### config.mk
export PLATFORM = sky130hd
export DESIGN_NAME = cheby_t_writer
export DESIGN_NICKNAME = d
export VERILOG_FILES = /design/src/rtl/cheby_t_writer.sv
export SDC_FILE = /design/constraint.sdc
export NUM_CORES = 1
export LEC_CHECK = 0
export CAP_MARGIN = 20
export CORE_MARGIN = 2
export CORE_UTILIZATION = 55
export DETAILED_ROUTE_END_ITERATION = 8
export HOLD_SLACK_MARGIN = 0.08
export PLACE_DENSITY = 0.76
export RECOVER_POWER = 25
export SLEW_MARGIN = 15
export SYNTH_ARGS = -nofsm -noshare
export SYNTH_HDL_FRONTEND = slang
export SYNTH_SLANG_ARGS = --single-unit
### constraint.sdc
create_clock -name c_clk -period 18.6 [get_ports c_clk]
set_input_delay 1.86 -clock c_clk [delete_from_list [all_inputs] [get_ports c_clk]]
set_output_delay 1.86 -clock c_clk [all_outputs]
set_load 0.1 [all_outputs]
### src/rtl/cheby_t_writer.sv
// Fills a T-table RAM with Chebyshev terms T(0)..T(N_TERMS-1) at a Q1.15 abscissa x.
// One term per write strobe; 2 cycles per term after the two seeds; start accepted only when not running.
module cheby_t_writer #(
  parameter int N_TERMS = 8,
  parameter int ADDR_W  = 3
) (
  input  logic              c_clk,
  input  logic              c_rst,
  input  logic [15:0]       i_x,
  input  logic              c_start,
  output logic [ADDR_W-1:0] o_wr_addr,
  output logic [15:0]       o_wr_data,
  output logic              o_wr_en,
  output logic              o_busy,
  output logic              o_done,
  output logic              o_sat
);

  typedef enum logic [2:0] {
    S_IDLE,
    S_SEED0,
    S_SEED1,
    S_MUL,
    S_UPD,
    S_DONE
  } state_t;

  localparam logic [ADDR_W-1:0] LAST_K  = ADDR_W'(N_TERMS - 1);
  localparam logic [15:0]       ONE_Q15 = 16'h7FFF;

  state_t             r_state;
  state_t             w_next;
  logic signed [15:0] r_x;
  logic signed [15:0] r_t_prev;
  logic signed [15:0] r_t_cur;
  logic signed [31:0] r_p;
  logic [ADDR_W-1:0]  r_k;
  logic signed [17:0] w_q;
  logic signed [17:0] w_s;
  logic               w_ovf_hi;
  logic               w_ovf_lo;
  logic [15:0]        w_res;
  logic               w_accept;

  // DONE behaves as an idle cycle so a new start may overlap the completion pulse.
  assign w_accept = c_start && ((r_state == S_IDLE) || (r_state == S_DONE));

  // 2*x*T(k) in Q1.15: Q2.30 product shifted right by 14 with floor rounding.
  assign w_q      = 18'(r_p >>> 14);
  assign w_s      = w_q - {{2{r_t_prev[15]}}, r_t_prev};
  assign w_ovf_hi = !w_s[17] && (w_s[16:15] != 2'b00);
  assign w_ovf_lo =  w_s[17] && (w_s[16:15] != 2'b11);

  always_comb begin
    w_res = w_s[15:0];
    if (w_ovf_hi) begin
      w_res = 16'h7FFF;
    end else if (w_ovf_lo) begin
      w_res = 16'h8000;
    end
  end

  always_ff @(posedge c_clk or posedge c_rst) begin
    if (c_rst) begin
      r_state <= S_IDLE;
    end else begin
      r_state <= w_next;
    end
  end

  always_comb begin
    w_next = r_state;
    case (r_state)
      S_IDLE, S_DONE: w_next = w_accept ? S_SEED0 : S_IDLE;
      S_SEED0:        w_next = S_SEED1;
      S_SEED1:        w_next = (N_TERMS == 2) ? S_DONE : S_MUL;
      S_MUL:          w_next = S_UPD;
      S_UPD:          w_next = (r_k == LAST_K) ? S_DONE : S_MUL;
      default:        w_next = S_IDLE;
    endcase
  end

  always_ff @(posedge c_clk or posedge c_rst) begin
    if (c_rst) begin
      r_x       <= '0;
      r_t_prev  <= '0;
      r_t_cur   <= '0;
      r_p       <= '0;
      r_k       <= '0;
      o_wr_addr <= '0;
      o_wr_data <= '0;
      o_wr_en   <= 1'b0;
      o_busy    <= 1'b0;
      o_done    <= 1'b0;
      o_sat     <= 1'b0;
    end else begin
      o_wr_en <= 1'b0;
      o_busy  <= (r_state != S_IDLE) && (r_state != S_DONE);
      o_done  <= (r_state == S_DONE);
      case (r_state)
        S_IDLE, S_DONE: begin
          if (c_start) begin
            r_x   <= i_x;
            o_sat <= 1'b0;
          end
        end
        S_SEED0: begin
          o_wr_en   <= 1'b1;
          o_wr_addr <= '0;
          o_wr_data <= ONE_Q15;
          r_t_prev  <= ONE_Q15;
        end
        S_SEED1: begin
          o_wr_en   <= 1'b1;
          o_wr_addr <= ADDR_W'(1);
          o_wr_data <= r_x;
          r_t_cur   <= r_x;
          r_k       <= ADDR_W'(2);
        end
        S_MUL: begin
          r_p <= r_x * r_t_cur;
        end
        S_UPD: begin
          o_wr_en   <= 1'b1;
          o_wr_addr <= r_k;
          o_wr_data <= w_res;
          if (w_ovf_hi || w_ovf_lo) begin
            o_sat <= 1'b1;
          end
          r_t_prev  <= r_t_cur;
          r_t_cur   <= w_res;
          r_k       <= r_k + ADDR_W'(1);
        end
        default: ;
      endcase
    end
  end

endmodule
==> results list <==
- For the pin with the worst max-slew slack, the measured transition is 1790 ps.
- Most frequent standard cell in the layout excluding fill and tap cells: sky130_fd_sc_hd__inv_1
- Placement row count: 58
- After clock tree synthesis, the setup repair step added 0 buffers.
* Drt via density: 5.56
* Setup violators final: 0
- The synthesized design spends more area on one cell type than any other, namely sky130_fd_sc_hd__fa_1.
- The post-route netlist has 2.00% of its cells at a drive strength greater than 1.
* Max-slew violation count: 52
- At the worst endpoint, the required time is 18810 ps.
* Share of the synthesized area in compound gates (AO/OA/AOI/OAI): 8.75%
- Effective utilization at floorplan: 55.8%
- First-pass GRT wire length: 54900 microns
* Routed via count: 10178
* Min cycle time layout: 6810 ps
- Die area: 26800 sq um
- Aggregate negative setup slack: 0 ps
- In this run the tightest slew margin relative to its limit is -19.7%.
* Maximum capacitance violations: 2
- Cell breakdown of the critical path: nand2_1 -> fa_1 -> fa_1 -> fa_1 -> fa_1 -> inv_1 -> fa_1 -> inv_1 -> fa_1 -> inv_1 -> ha_1 -> o21ai_0 -> a21oi_1 -> a221oi_1 -> nand2_1 -> a2bb2oi_1 -> a21oi_1 -> a211o_1 -> a21oi_1 -> xnor2_1 -> o21ai_0
- Fill cells in the final layout number 2116.
- TritonCTS Buffers: 9
- Top library cells by usage in the layout, fill and taps aside: sky130_fd_sc_hd__inv_1 (321), sky130_fd_sc_hd__fa_1 (262), sky130_fd_sc_hd__nand2_1 (223), sky130_fd_sc_hd__and2_1 (121), sky130_fd_sc_hd__ha_1 (98)
* TritonCTS clock tree: yes
- The die is 164 microns tall.
- Number of global-route vias before repair: 10831
- Asr flop ratio synth: 100%
- Together, buffers and inverters on the worst path number 3.
- TritonCTS sink count: 95
* Buffer type at the clock tree root: sky130_fd_sc_hd__clkbuf_16
- In this run the worst path has a maximum fanout of 18.
- Worst skew pair latency: 340 ps
- A synthesized cell averages 9.34 sq um.
- Post-cts sizing count: 0
- Largest family of logic cells by synthesized area: adder cells
- Number of endpoints with negative hold slack in the final report: 0
- On the worst path, the slowest cell contributes a delay of 870 ps.
- Count of mapped cells out of synthesis: 1500
* Critical path's slowest cell: sky130_fd_sc_hd__dfrtp_1
- P&R area growth vs syn: 6.75%
* Area occupied by registers: 2380 sq um
- Critical path startpoint: r_x[8]
- Library cells used by synthesis: 59
- For this design the top-level I/O count stands at 42.
* Maximum buffer depth of the clock tree: 2
- In this run the tool buffered the top-level ports with 41 buffer cells.
- Number of routed nets with antenna violations: 0
* Post-synthesis register bit count: 95
- After clock tree synthesis, the clock-pin slew on the worst setup and hold paths is 60 ps.
* Largest clock skew in the final design: 9.17 ps
- Hold repair after CTS inserted 0 buffers.
- Die W: 164 microns
* Area of the mapped netlist: 14000 sq um
- Counting buffers and inverters, the worst setup path is 21 cells deep.
- Number of flops mapped to enable cells by yosys: 0
- Wire length after detailed routing: 33300 microns
* Routed wire length per instance: 18.2 microns
* Maximum number of pins on one net before global-route repair: 65
* YS warnings: 0
- Final nets: 1873
- Crit Path Category: flip-flop to flip-flop
- Post-Syn Nets: 1879
* Multiplexer fraction of the synthesized cell area: 0.152%
* Area occupied by multi-input gates: 10200 sq um
- Reg2reg start: r_x[8]
- All-Layer GR Usage: 26.5%
- Tcrit/Tclk final: 36.6%
- Leading post-synthesis cells by cell area: sky130_fd_sc_hd__fa_1 (37%), sky130_fd_sc_hd__dfrtp_1 (17%), sky130_fd_sc_hd__ha_1 (8.8%)
- 1st-pass router iterations: 5
- Initial antenna violation count: 1
- HPWL after detailed placement: 26500 microns
* RSZ-0062 raised after global routing: false
- Endpoint of the worst setup timing path: r_p[31]
- Register area share after synthesis: 17.0%
- The detailed router finished its first iteration with 661 violations.
- Max Clk Rate: 147 MHz
- H-tree depth: 3
- Total core area: 25100 sq um
- Startpoint type of the worst setup path: flip-flop
- Post-synthesis xor/xnor area fraction: 2.63%
* Type of element capturing the critical path: flip-flop
- After detailed routing, the number of remaining DRC violations is 0.
- In this run the critical register-to-register path is captured at r_p[31].
- Cell family with the largest share of critical-path delay: adder cells
- Among all flip-flop cells after synthesis, the most frequent one is sky130_fd_sc_hd__dfrtp_1.
- Measured in cells, the most critical reg-to-reg path has a length of 21.
- The tightest min-delay check is of the flip-flop to flip-flop type.
- The run finished, with violations left.
* Post-synthesis simple-gate area fraction: 14.9%
- Leftover overflow at the end of global routing: 0
* Violated checks: capacitance limit, slew limit
* Most common cell on crit path: sky130_fd_sc_hd__fa_1
- Data on the critical path arrives at its endpoint at 7030 ps.
- At the end of routability-driven placement, the weighted congestion stood at 0.908.
* Area share of the largest cell type after synthesis: 37.4%
- Setup slack on the worst reg-to-reg path comes out at 11790 ps.
- Adder-cell share of the synthesized area: 46.2%
==> worst reg2reg max path, stage by stage (launching register included) <==
cell	delay, ps
sky130_fd_sc_hd__dfrtp_1	870
sky130_fd_sc_hd__nand2_1	200
sky130_fd_sc_hd__fa_1	540
sky130_fd_sc_hd__fa_1	490
sky130_fd_sc_hd__fa_1	470
sky130_fd_sc_hd__fa_1	520
sky130_fd_sc_hd__inv_1	60
sky130_fd_sc_hd__fa_1	530
sky130_fd_sc_hd__inv_1	50
sky130_fd_sc_hd__fa_1	470
sky130_fd_sc_hd__inv_1	40
sky130_fd_sc_hd__ha_1	300
sky130_fd_sc_hd__o21ai_0	280
sky130_fd_sc_hd__a21oi_1	150
sky130_fd_sc_hd__a221oi_1	250
sky130_fd_sc_hd__nand2_1	240
sky130_fd_sc_hd__a2bb2oi_1	300
sky130_fd_sc_hd__a21oi_1	190
sky130_fd_sc_hd__a211o_1	320
sky130_fd_sc_hd__a21oi_1	200
sky130_fd_sc_hd__xnor2_1	140
sky130_fd_sc_hd__o21ai_0	80
==> through the flow <==
stage	utilization [%]	hold slack (ps)	instances	cell area, sq um	setup WS [ps]
global placement	58.3	470	1813	14700	11930
detailed placement	58.3	477	1813	14700	11830
finish	59.6	492	1829	15000	11790
global route	59.5	501	1828	15000	11390
floorplan	-	450	1500	14000	12430
CTS	59.6	490	1828	15000	11830
==> metal layers <==
| layer | routed length (microns) | up-vias | GRT usage, % | share of wire, % |
|---|---|---|---|---|
| li1 | - | 4544 | - | - |
| met4 | 1080 | 0 | 9.01 | 3.2 |
| met1 | 13300 | 5232 | 34.1 | 40 |
| met2 | 17000 | 326 | 46.1 | 51 |
| met3 | 1950 | 76 | 3.78 | 5.9 |
| met5 | 0 | - | 0 | 0 |
==> registers in the layout, summed over array words and instances, names as in the netlist, 3 cells and up <==
name and flops:
r_k 3, o_wr_addr 3, r_t_cur 16, r_p 18, r_x 16, o_wr_data 16, r_t_prev 16, r_state 3
==> cells in the mapped netlist, drive strengths merged (3+ instances only) <==
cell type and count:
and2 122, a21oi 28, a221o 3, o211ai 3
ha 98, nand3 7, a21o 11, xor2 12
nor3 12, nand2b 9, o22ai 3, a22o 4
o31ai 3, nor2 40, nand2 223, o21ai 44
o21a 7, xnor2 30, buf 3, clkbuf 62
o21bai 8, inv 322, o22a 22, a211o 10
nand4 8, fa 262, nor2b 9, and3 4
dfrtp 95, a22oi 3, or3 4, a21boi 3
==> worst min path at each step <==
stage | start | to | slack, ps | cells after the start
2_1_floorplan | r_p[14] | r_p[14] | 450 | 2
3_3_place_gp | r_p[14] | r_p[14] | 470 | 2
3_5_place_dp | r_t_prev[9] | r_t_prev[9] | 480 | 1
4_1_cts | r_t_prev[6] | r_t_prev[6] | 490 | 1
5_1_grt | r_t_prev[11] | r_t_prev[11] | 500 | 1
6_report | r_t_prev[7] | r_t_prev[7] | 490 | 1
==> kinds of logic after synthesis <==
family / count (synthesis)
buffers and inverters: 387
muxes: 2
adders and majority gates: 360
and+or+nand+nor: 442
AOI/OAI and AO/OA: 172
DFF: 95
xor gates and xnor gates: 42
==> layout make-up <==
cell class / instances / share of cell area, %
sequential: 95 / 15.9
clock inverter: 2 / 0.259
tap: 330 / 2.76
antenna: 1 / 0.0167
clock buffer: 13 / 1.81
inverter: 322 / 8.09
timing repair buffer: 48 / 3.07
multi-input combinational: 1018 / 68.1
Power is left out: the tool's default activity adds up to more than one toggle a clock period on the data nets, which glitch-free logic cannot reach.
